===== src/rtl/ctrl_pkg.sv =====
// Shared definitions for the Mini-SRC hardwired control unit.
//   - opcode constants (ir[31:27])
//   - FSM state encoding
//   - ctrl_t: the full bundle of registered control strobes driven to the Datapath
//   - is_alu_rop(): true for the two-operand register ALU instructions
package ctrl_pkg;

  localparam logic [4:0] OP_LD   = 5'b00000;
  localparam logic [4:0] OP_LDI  = 5'b00001;
  localparam logic [4:0] OP_ST   = 5'b00010;
  localparam logic [4:0] OP_ADD  = 5'b00011;
  localparam logic [4:0] OP_SUB  = 5'b00100;
  localparam logic [4:0] OP_AND  = 5'b00101;
  localparam logic [4:0] OP_OR   = 5'b00110;
  localparam logic [4:0] OP_ROR  = 5'b00111;
  localparam logic [4:0] OP_ROL  = 5'b01000;
  localparam logic [4:0] OP_SHR  = 5'b01001;
  localparam logic [4:0] OP_SHL  = 5'b01011;
  localparam logic [4:0] OP_MUL  = 5'b01111;
  localparam logic [4:0] OP_DIV  = 5'b10000;
  localparam logic [4:0] OP_BR   = 5'b10010;
  localparam logic [4:0] OP_JR   = 5'b10011;
  localparam logic [4:0] OP_IN   = 5'b10110;
  localparam logic [4:0] OP_OUT  = 5'b10111;
  localparam logic [4:0] OP_MFHI = 5'b11000;
  localparam logic [4:0] OP_MFLO = 5'b11001;
  localparam logic [4:0] OP_NOP  = 5'b11010;
  localparam logic [4:0] OP_HALT = 5'b11011;

  typedef enum logic [3:0] {
    S_RESET,
    T0, T1, T2, T3, T4, T5, T6, T7,
    S_DIVW,
    S_HALT
  } state_t;

  typedef struct packed {
    logic       run;
    logic [4:0] op_sel;
    logic       inc_pc;
    logic       read;
    logic       write;
    logic       gra;
    logic       grb;
    logic       grc;
    logic       rin;
    logic       r_out;
    logic       ba_out;
    logic       reset_div;
    logic       mdr_rd;
    logic       mar_rd;
    logic       hi_rd;
    logic       lo_rd;
    logic       zhi_rd;
    logic       zlo_rd;
    logic       pc_rd;
    logic       out_rd;
    logic       y_rd;
    logic       ir_rd;
    logic       mdr_out;
    logic       hi_out;
    logic       lo_out;
    logic       zhi_out;
    logic       zlo_out;
    logic       pc_out;
    logic       in_out;
    logic       c_out;
  } ctrl_t;

  function automatic logic is_alu_rop(input logic [4:0] opc);
    return (opc == OP_ADD) || (opc == OP_SUB) || (opc == OP_AND) || (opc == OP_OR) ||
           (opc == OP_SHR) || (opc == OP_SHL) || (opc == OP_ROR) || (opc == OP_ROL);
  endfunction

endpackage


===== src/rtl/control_unit.sv =====
// control_unit: hardwired Moore FSM sequencing the Mini-SRC Datapath
// (fetch -> decode -> execute). Every strobe is a registered decode of the
// next state, so outputs line up with state_q and there is no
// combinational path from ir/con_ff to any output.
//
// Ports
//   clk            clock, all updates on posedge
//   clr            synchronous active-high reset (also the Datapath clr)
//   ir[31:0]       IR contents from the Datapath; only ir[31:27] is decoded
//   con_ff         branch condition, captured while in T3
//   calc_finished  divider done (used only with CTRL_DIV_HANDSHAKE_EN)
//   stop           level; diverts the next T0 entry into S_HALT
//   run            1 while executing, 0 in S_RESET / S_HALT
//   op_sel[4:0]    ALU operation
//   remaining 1-bit outputs are Datapath register strobes / bus drivers
//
// Build option
//   CTRL_DIV_HANDSHAKE_EN defined   : S_DIVW leaves when calc_finished=1
//   CTRL_DIV_HANDSHAKE_EN undefined : S_DIVW lasts DIV_CYCLES cycles (6-bit down-counter)
//
// state   | meaning
// --------+-----------------------------------------------------------
// S_RESET | held by clr, all strobes low
// T0      | PC -> MAR, PC++ (or S_HALT if stop)
// T1      | memory read into MDR
// T2      | MDR -> IR
// T3      | decode / first execute step
// T4..T6  | execute steps, meaning depends on opcode
// T7      | ld/st final step; div result capture into Z (then T5)
// S_DIVW  | divider running, operands held on the bus
// S_HALT  | stopped, left only by clr
module control_unit
  import ctrl_pkg::*;
#(
  parameter int DIV_CYCLES = 34
) (
  input  logic        clk,
  input  logic        clr,
  input  logic [31:0] ir,
  input  logic        con_ff,
  input  logic        calc_finished,
  input  logic        stop,
  output logic        run,
  output logic [4:0]  op_sel,
  output logic        IncPC,
  output logic        Read,
  output logic        Write,
  output logic        Gra,
  output logic        Grb,
  output logic        Grc,
  output logic        Rin,
  output logic        R_out,
  output logic        BAout,
  output logic        reset_div,
  output logic        MDR_rd,
  output logic        MAR_rd,
  output logic        HI_rd,
  output logic        LO_rd,
  output logic        Zhi_rd,
  output logic        Zlo_rd,
  output logic        PC_rd,
  output logic        Out_rd,
  output logic        Y_rd,
  output logic        IR_rd,
  output logic        MDR_out,
  output logic        HI_out,
  output logic        LO_out,
  output logic        Zhi_out,
  output logic        Zlo_out,
  output logic        PC_out,
  output logic        In_out,
  output logic        C_out
);

  state_t     state_q, state_d, t0_next;
  ctrl_t      ctl_q, ctl_d;
  logic       cond_q;
  logic       div_done;
  logic [4:0] opc;

  assign opc = ir[31:27];

`ifdef CTRL_DIV_HANDSHAKE_EN
  logic unused_in;
  assign unused_in = ^ir[26:0];
  assign div_done  = calc_finished;
`else
  localparam logic [5:0] DIV_LOAD = 6'(DIV_CYCLES - 1);
  logic       unused_in;
  logic [5:0] div_cnt_q, div_cnt_d;

  assign unused_in = ^{calc_finished, ir[26:0]};

  // Loaded while in T4 so the first S_DIVW cycle sees DIV_CYCLES-1;
  // terminal count 0 marks the last wait cycle.
  always_comb begin
    div_cnt_d = div_cnt_q;
    if (state_q == T4)
      div_cnt_d = DIV_LOAD;
    else if (state_q == S_DIVW && div_cnt_q != 6'd0)
      div_cnt_d = div_cnt_q - 6'd1;
  end

  always_ff @(posedge clk) begin
    if (clr) div_cnt_q <= 6'd0;
    else     div_cnt_q <= div_cnt_d;
  end

  assign div_done = (div_cnt_q == 6'd0);
`endif

  function automatic ctrl_t decode(input state_t s, input logic [4:0] op, input logic cond);
    ctrl_t c;
    c     = '0;
    c.run = (s != S_RESET) && (s != S_HALT);
    case (s)
      T0: begin c.pc_out = 1'b1; c.mar_rd = 1'b1; c.inc_pc = 1'b1; end
      T1: begin c.read = 1'b1; c.mdr_rd = 1'b1; end
      T2: begin c.mdr_out = 1'b1; c.ir_rd = 1'b1; end
      T3: begin
        if (is_alu_rop(op)) begin
          c.grb = 1'b1; c.r_out = 1'b1; c.y_rd = 1'b1;
        end else begin
          case (op)
            OP_LDI, OP_LD, OP_ST: begin
              c.grb = 1'b1; c.ba_out = 1'b1; c.r_out = 1'b1; c.y_rd = 1'b1;
            end
            OP_MUL, OP_DIV: begin c.gra = 1'b1; c.r_out = 1'b1; c.y_rd = 1'b1; end
            OP_BR:   begin c.gra = 1'b1; c.r_out = 1'b1; end
            OP_JR:   begin c.gra = 1'b1; c.r_out = 1'b1; c.pc_rd = 1'b1; end
            OP_MFHI: begin c.hi_out = 1'b1; c.gra = 1'b1; c.rin = 1'b1; end
            OP_MFLO: begin c.lo_out = 1'b1; c.gra = 1'b1; c.rin = 1'b1; end
            OP_IN:   begin c.in_out = 1'b1; c.gra = 1'b1; c.rin = 1'b1; end
            OP_OUT:  begin c.gra = 1'b1; c.r_out = 1'b1; c.out_rd = 1'b1; end
            OP_NOP, OP_HALT: ;
            default: ;
          endcase
        end
      end
      T4: begin
        if (is_alu_rop(op)) begin
          c.grc = 1'b1; c.r_out = 1'b1; c.zlo_rd = 1'b1; c.op_sel = op;
        end else begin
          case (op)
            OP_LDI, OP_LD, OP_ST: begin c.c_out = 1'b1; c.op_sel = OP_ADD; c.zlo_rd = 1'b1; end
            OP_MUL: begin
              c.grb = 1'b1; c.r_out = 1'b1; c.op_sel = OP_MUL; c.zhi_rd = 1'b1; c.zlo_rd = 1'b1;
            end
            OP_DIV:  c.reset_div = 1'b1;
            OP_BR:   begin c.pc_out = 1'b1; c.y_rd = 1'b1; end
            default: ;
          endcase
        end
      end
      T5: begin
        if (is_alu_rop(op) || op == OP_LDI) begin
          c.zlo_out = 1'b1; c.gra = 1'b1; c.rin = 1'b1;
        end else begin
          case (op)
            OP_LD, OP_ST:   begin c.zlo_out = 1'b1; c.mar_rd = 1'b1; end
            OP_MUL, OP_DIV: begin c.zlo_out = 1'b1; c.lo_rd = 1'b1; end
            OP_BR:   begin c.c_out = 1'b1; c.op_sel = OP_ADD; c.zlo_rd = 1'b1; end
            default: ;
          endcase
        end
      end
      T6: begin
        case (op)
          OP_LD:          begin c.read = 1'b1; c.mdr_rd = 1'b1; end
          OP_ST:          begin c.gra = 1'b1; c.r_out = 1'b1; c.mdr_rd = 1'b1; end
          OP_MUL, OP_DIV: begin c.zhi_out = 1'b1; c.hi_rd = 1'b1; end
          OP_BR:          if (cond) begin c.zlo_out = 1'b1; c.pc_rd = 1'b1; end
          default: ;
        endcase
      end
      T7: begin
        case (op)
          OP_LD: begin c.mdr_out = 1'b1; c.gra = 1'b1; c.rin = 1'b1; end
          OP_ST: c.write = 1'b1;
          // keep the divider operands on the bus while Z captures the result
          OP_DIV: begin
            c.grb = 1'b1; c.r_out = 1'b1; c.op_sel = OP_DIV; c.zhi_rd = 1'b1; c.zlo_rd = 1'b1;
          end
          default: ;
        endcase
      end
      S_DIVW: begin c.grb = 1'b1; c.r_out = 1'b1; c.op_sel = OP_DIV; end
      default: ;
    endcase
    return c;
  endfunction

  always_comb begin
    t0_next = stop ? S_HALT : T0;
    state_d = state_q;
    case (state_q)
      S_RESET: state_d = t0_next;
      T0:      state_d = T1;
      T1:      state_d = T2;
      T2:      state_d = T3;
      T3: begin
        if (opc == OP_HALT)
          state_d = S_HALT;
        else if (is_alu_rop(opc) || opc == OP_LDI || opc == OP_LD || opc == OP_ST ||
                 opc == OP_MUL || opc == OP_DIV || opc == OP_BR)
          state_d = T4;
        else
          state_d = t0_next;
      end
      T4: state_d = (opc == OP_DIV) ? S_DIVW : T5;
      T5: begin
        if (opc == OP_LD || opc == OP_ST || opc == OP_MUL || opc == OP_DIV || opc == OP_BR)
          state_d = T6;
        else
          state_d = t0_next;
      end
      T6:      state_d = (opc == OP_LD || opc == OP_ST) ? T7 : t0_next;
      T7:      state_d = (opc == OP_DIV) ? T5 : t0_next;
      S_DIVW:  if (div_done) state_d = T7;
      S_HALT:  state_d = S_HALT;
      default: state_d = S_RESET;
    endcase
    ctl_d = decode(state_d, opc, cond_q);
  end

  always_ff @(posedge clk) begin
    if (clr) begin
      state_q <= S_RESET;
      ctl_q   <= '0;
      cond_q  <= 1'b0;
    end else begin
      state_q <= state_d;
      ctl_q   <= ctl_d;
      if (state_q == T3) cond_q <= con_ff;
    end
  end

  assign run       = ctl_q.run;
  assign op_sel    = ctl_q.op_sel;
  assign IncPC     = ctl_q.inc_pc;
  assign Read      = ctl_q.read;
  assign Write     = ctl_q.write;
  assign Gra       = ctl_q.gra;
  assign Grb       = ctl_q.grb;
  assign Grc       = ctl_q.grc;
  assign Rin       = ctl_q.rin;
  assign R_out     = ctl_q.r_out;
  assign BAout     = ctl_q.ba_out;
  assign reset_div = ctl_q.reset_div;
  assign MDR_rd    = ctl_q.mdr_rd;
  assign MAR_rd    = ctl_q.mar_rd;
  assign HI_rd     = ctl_q.hi_rd;
  assign LO_rd     = ctl_q.lo_rd;
  assign Zhi_rd    = ctl_q.zhi_rd;
  assign Zlo_rd    = ctl_q.zlo_rd;
  assign PC_rd     = ctl_q.pc_rd;
  assign Out_rd    = ctl_q.out_rd;
  assign Y_rd      = ctl_q.y_rd;
  assign IR_rd     = ctl_q.ir_rd;
  assign MDR_out   = ctl_q.mdr_out;
  assign HI_out    = ctl_q.hi_out;
  assign LO_out    = ctl_q.lo_out;
  assign Zhi_out   = ctl_q.zhi_out;
  assign Zlo_out   = ctl_q.zlo_out;
  assign PC_out    = ctl_q.pc_out;
  assign In_out    = ctl_q.in_out;
  assign C_out     = ctl_q.c_out;

endmodule


===== config.mk =====
export PLATFORM = sky130hd
export DESIGN_NAME = control_unit
export DESIGN_NICKNAME = d
export VERILOG_FILES = /design/src/rtl/ctrl_pkg.sv /design/src/rtl/control_unit.sv
export SDC_FILE = /design/constraint.sdc
export NUM_CORES = 1
export LEC_CHECK = 0
export CAP_MARGIN = 20
export CORE_UTILIZATION = 25
export DETAILED_ROUTE_END_ITERATION = 8
export GPL_TIMING_DRIVEN = 0
export PLACE_DENSITY = 0.51
export SLEW_MARGIN = 15
export SYNTH_ARGS = -nofsm -noshare
export SYNTH_HDL_FRONTEND = slang
export SYNTH_SLANG_ARGS = --single-unit
export TNS_END_PERCENT = 5

===== constraint.sdc =====
create_clock -name clk -period 2.99 [get_ports clk]
set_clock_uncertainty 0.05 [all_clocks]
set_input_delay 0.598 -clock clk [delete_from_list [all_inputs] [get_ports clk]]
set_output_delay 0.598 -clock clk [all_outputs]
set_load 0.02 [all_outputs]

# Yosys cells after proc, flatten, opt, wreduce, memory -nomap -nowiden

Index checks and enable logic that the tools add are counted.

Logic and storage cells: 192
Flip-flop bits (word level): 44
Output and inout bits: 34
Bits of input ports: 37

Muxes and demuxes: 72
Equality and inequality tests: 39
Bitwise gates (word level): 5
Add/subtract/negate cells: 1
Reductions and logical operators: 42

Operator list:

| cell                 | number |
|---|---|
| $pmux W4 S11         | 1 |
| $eq A5 B5 Y1 const B | 8 |
| $mux W1              | 38 |
| $eq A4 B3 Y1 const B | 8 |
| $mux W4              | 8 |
| $eq A4 B4 Y1 const B | 5 |
| $eq A5 B3 Y1 const B | 4 |
| $eq A5 B4 Y1 const B | 4 |
| $pmux W1 S2          | 10 |
| $pmux W5 S4          | 1 |
| $logic_or A1 B1 Y1   | 17 |
| $eq A4 B2 Y1 const B | 4 |
| $reduce_or A8 Y1     | 2 |
| $mux W5              | 3 |
| $reduce_or A3 Y1     | 5 |
| $reduce_or A2 Y1     | 7 |
| $mux W6              | 2 |
| $eq A5 B2 Y1 const B | 2 |
| $eq A4 B1 Y1 const B | 2 |
| $pmux W1 S4          | 2 |
| $pmux W4 S2          | 1 |
| $reduce_or A4 Y1     | 2 |
| $logic_not A6 Y1     | 1 |
| $mux W2              | 3 |
| other kinds (13)     | 19 |

# Depth between registers and ports, before layout

Word-level depth: 20
Depth in mapped cells: 9
Gate-level depth less buffers: 9

# Least setup slack after synthesis

OpenSTA, ideal clock, no wires.

Kind: input -> register
From: input port ir[30]
To: register ctl_q (netlist bit Gra)
Required time: 2.866 ns
Data arrival time: 2.188 ns
Stages on the path: 7
Path buffers: 1
Slack: 0.678 ns
Setup time: 0.074 ns
Path through: buf_4 nor3b_4 nand2_2 o211a_1 nor4b_4 a41oi_2 a31oi_1

Cells in the longest elaborated chain, start to end: 19
Elaborated cells between the ends (all ways): 55
Classes of those cells: eq/ne: 23; mux: 13; reduce/logical: 19

Ends and longest elaborated chain:

| item                                                | line                                     | source |
|---|---|---|
| start, declared                                     | control_unit.sv:39                       | `input logic [31:0] ir,` |
| $eq A5 B2 Y1 / $eq A5 B3 Y1 (equally long branches) | ctrl_pkg.sv:71                           | `return (opc == OP_ADD) \|\| (opc == OP_SUB) \|\| (opc == OP_AND) \|\| (opc == OP_OR) \|\|` |
| $logic_or A1 B1 Y1 (4 in a row)                     | ctrl_pkg.sv:71                           |  |
| $logic_or A1 B1 Y1 (3 in a row)                     | ctrl_pkg.sv:72                           | `(opc == OP_SHR) \|\| (opc == OP_SHL) \|\| (opc == OP_ROR) \|\| (opc == OP_ROL);` |
| $logic_or A1 B1 Y1                                  | control_unit.sv:156, control_unit.sv:204 |  |
| $logic_or A1 B1 Y1 (3 in a row)                     | control_unit.sv:204                      | `else if (is_alu_rop(opc) \|\| opc == OP_LDI \|\| opc == OP_LD \|\| opc == OP_ST \|\|` |
| $logic_or A1 B1 Y1 (2 in a row)                     | control_unit.sv:205                      | `opc == OP_MUL \|\| opc == OP_DIV \|\| opc == OP_BR)` |
| $mux W4                                             | control_unit.sv:204                      |  |
| $mux W4                                             | control_unit.sv:202                      | `if (opc == OP_HALT)` |
| $pmux W4 S11                                        | control_unit.sv:196                      | `case (state_q)` |
| $eq A4 B4 Y1 / $eq A4 B3 Y1 (equally long branches) | control_unit.sv:116                      | `case (s)` |
| $pmux W1 S4 *                                       | control_unit.sv:116                      |  |
| end signal, assigned                                | control_unit.sv:233                      | `ctl_q <= ctl_d;` |
| end, declared                                       | control_unit.sv:76                       | `ctrl_t ctl_q, ctl_d;` |

Every way passes the cells marked *; elsewhere a longest branch is shown, timed or not.
A chain may end at the register's enable or synchronous reset.

# Worst setup path after layout

From: input port ir[31]
To: register ctl_q (netlist bit Grb)

Cells in the longest elaborated chain, start to end: 19
Elaborated cells between the ends (all ways): 50
Classes of those cells: eq/ne: 18; mux: 13; reduce/logical: 19

Ends and longest elaborated chain:

| item                                                | line |
|---|---|
| $eq A5 B2 Y1 / $eq A5 B3 Y1 (equally long branches) | ctrl_pkg.sv:71 |
| $logic_or A1 B1 Y1 (4 in a row)                     | ctrl_pkg.sv:71 |
| $logic_or A1 B1 Y1 (3 in a row)                     | ctrl_pkg.sv:72 |
| $logic_or A1 B1 Y1 (4 in a row)                     | control_unit.sv:204 |
| $logic_or A1 B1 Y1 (2 in a row)                     | control_unit.sv:205 |
| $mux W4                                             | control_unit.sv:204 |
| $mux W4                                             | control_unit.sv:202 |
| $pmux W4 S11                                        | control_unit.sv:196 |
| $eq A4 B4 Y1 / $eq A4 B3 Y1 (equally long branches) | control_unit.sv:116 |
| $pmux W1 S4 *                                       | control_unit.sv:116 |

Marks and branches as above.

==> summary.md <==
| Metric | Value |
|---|---|
| Status | `finished clean` |
| Fillers | `892` |
| Synth cell types | `60` |
| Die area | `9200 um^2` |
| Area taken by multi-input logic gates | `1210 um^2` |
| FMAX | `349 MHz` |
| Remaining antenna violation count after routing | `0` |
| Most common cell after layout, fill and taps aside | `dfxtp_1` |
| M1 wire length | `~2900 um` |
| Worst Path Max Fanout | `10` |
| Kind of critical path | `in2reg` |
| Clock Sinks | `44` |
| CTS H-tree lvls | `2` |
| Cells after Synth | `264` |
| Sw power | `between 0.5 and 0.6 mW` |
| Residual DRC | `0` |
| Largest net degree at the start of global routing | `14` |
| CP max stage cell | `clkdlybuf4s50_1` |
| WL/cell | `15.0 um` |
| Lkg Pwr | `1.02 nW` |
| Register bit total from synthesis | `between 40 and 50` |
| Crit. End Element | `flip-flop` |
| Share of the synthesized area in the top cell type | `40.0%` |
| Drt first pass iters | `6` |
| Max-Cap Viols | `0` |
| Combinational power share | `approximately a third` |
| CP startpoint kind | `input pin` |
| Commonest non-fill, non-tap cells in the layout | `44 x dfxtp_1, 41 x clkdlybuf4s50_1, 24 x nor2_1` |
| Min Tclk post-route | `2.87 ns` |
| Flop pwr share | `approximately 36%` |
| Final #Nets | `353` |
| EDFF count, synth | `0` |
| Peak supply drop | `roughly 260 uV` |
| Period utilization | `95.8%` |
| Hold WS | `0.431 ns` |
| First-pass GRT wire length | `10100 um` |
| RSZ-0062 raised after global routing | `no` |
| Number of global-route vias before repair | `2016` |
| Row count | `33` |
| Clock transition at the registers of the reported paths | `0.09 ns` |
| Port buffer count | `41` |
| Clock latency on the worst-skew pair | `0.30 ns` |
| GP Congestion | `0.870` |
| Main flop type after synthesis | `dfxtp_1` |
| Routed wire length | `6290 um` |
| PD cells | `629 nW/um^2` |
| Worst endpoint required time | `3.09 ns` |
| Post-synth ARST share | `0%` |
| Core area | `roughly 8400 um^2` |
| Critical Path Max Stage Delay | `about 0.54 ns` |
| Max Buffers Root-to-Sink | `2` |
| Critical path cell sequence | `clkdlybuf4s50_1 -> clkbuf_1 -> inv_1 -> o311a_1 -> o31a_1 -> nor4b_4 -> buf_4 -> o211ai_1 -> o221ai_1` |
| Biggest register | `div_cnt_q` |
| Critical path arrival | `2.97 ns` |
| Final Setup Violations | `0` |
| Hold crit path type | `reg2reg` |
| Slew Limit Fails | `0` |
| Met3 wire len | `398 um` |
| Sequential area share after synthesis | `40.0%` |
| Top post-synthesis cells by area | `dfxtp_1 40%, a21oi_1 4.5%, nor2_1 4.1%` |
| Largest area contributor in the netlist | `dfxtp_1` |
| Ys Warns | `0` |
| WL met2 | `around 3000 um` |
| Syn-to-layout area delta | `31.8%` |
| Least-Margin Pin Slew | `0.622 ns` |
| Die X | `roughly 96 um` |
| Antenna fix cells | `0` |
| Final global-route overflow total | `0` |
| Final Core Density | `roughly a third` |
| Num CTS Buffers | `5` |
| Vias | `roughly 2100` |
| Max FFs per register | `6` |
| Initial Util | `between 20% and 30%` |
| Detailed placement HPWL | `between 4000 and 5000 um` |
| Clock power frac | `29.5%` |
| Hold Path Cell Cnt | `2` |
| Sw frac | `around 33%` |
| Initial antenna violation count | `0` |
| Share of layout cells above drive strength 1 | `between 10% and 20%` |
| Internal power | `about 1.2 mW` |
| Highest routed metal layer | `met4` |
| Synth Area per Inst | `approximately 8.4 um^2` |
| Reg2Reg Depth | `8` |
| I/O pin count | `71` |
| Final Hold Fails | `0` |
| Reg area | `881 um^2` |
| Synth Net Count | `302` |
| Iter 0 DRT Violations | `197` |
| GRT Util Overall | `14.5%` |
| Chip Height | `95.9 um` |
| Via density | `5.01` |
| Syn Std Cell Area | `2200 um^2` |
| TritonCTS clock tree | `done` |
| Clock root cell | `clkbuf_8` |
| Slew margin rel. | `approximately three fifths` |
==> cells by family after synthesis <==
| family | share of synthesized area [%] |
|---|---|
| xor+xnor | 1.99 |
| simple gates | 30.2 |
| flops | 40.0 |
| buf+inv | 5.73 |
| fa+ha+maj | 0.567 |
| compound gates | 21.6 |
==> cell usage after synthesis, types with 3 or more instances <==
cell type and number:
a31oi_1 3, nand3_1 9, nor2_1 24, xnor2_1 4
dfxtp_1 44, nor3_1 14, or3_1 3, nand2b_1 6
inv_1 9, nor2b_1 7, o311a_1 3, o211ai_1 4
a211oi_1 6, and2_1 4, nor4_1 4, o21ai_0 14
nand2_1 21, nand4_1 3, clkbuf_1 11, buf_2 5
a21oi_1 20
==> stage by stage <==
| stage | instance area, um^2 | instances | total power [mW] | setup TNS (ns) | setup slack, ns |
|---|---|---|---|---|---|
| after floorplan | 2200 | 264 | 1.07 | 0 | 0.678 |
| after global placement | 2750 | 410 | 1.25 | -2.46 | -0.221 |
| after detailed placement | 2750 | 410 | 1.25 | -2.38 | -0.208 |
| after CTS | 2880 | 417 | 1.79 | 0 | 0.0868 |
| after global routing | 2910 | 420 | 1.92 | 0 | 0.00774 |
| final | 2910 | 420 | 1.83 | 0 | 0.125 |
==> per-layer routing <==
metal / global-route usage, % / up-vias
met5: 0 / -
met4: 4.35 / 0
met3: 3.08 / 4
met2: 23.7 / 84
met1: 19.0 / 967
li1: - / 1049
==> final timing paths <==
check / start / endpoint / slack (ns)
min: cond_q$_SDFFE_PP0P_ / cond_q$_SDFFE_PP0P_ / 0.43
max reg2reg: div_cnt_q[0]$_SDFFE_PP0P_ / Grb$_SDFF_PP0_ / 0.55
min reg2reg: cond_q$_SDFFE_PP0P_ / cond_q$_SDFFE_PP0P_ / 0.43
max: ir[31] / Grb$_SDFF_PP0_ / 0.12
==> critical path: cells and delay by family <==
| kind | cells | cell delay (ns) |
|---|---|---|
| and+or+nand+nor | 1 | 0.13 |
| buffers and inverters | 4 | 1.22 |
| AOI/OAI and AO/OA | 4 | 1.01 |
==> power by group through the flow <==
stage	combinational (mW)	sequential [mW]	clock, mW
finish	0.623	0.664	0.539
CTS	0.577	0.665	0.543
global route	0.678	0.671	0.571
global placement	0.576	0.677	0
detailed placement	0.575	0.677	0
floorplan	0.342	0.724	0
==> area by class of cell <==
type                       count  share of cell area (%)
inverter                       9                    1.16
clock buffer                   5                    2.37
multi-input combinational    192                    41.6
sequential                    44                    30.3
buffer                        19                    3.19
tap                          105                    4.52
timing repair buffer          44                    14.8
clock inverter                 2                    2.07
==> what timing repair did <==
item	CTS	global route
endpoints found under the hold margin	0	0
setup buffers	0	2
hold buffers	0	0
resized for setup	0	2
endpoints found under the setup margin	0	12
Power figures use the tool's default switching activity.
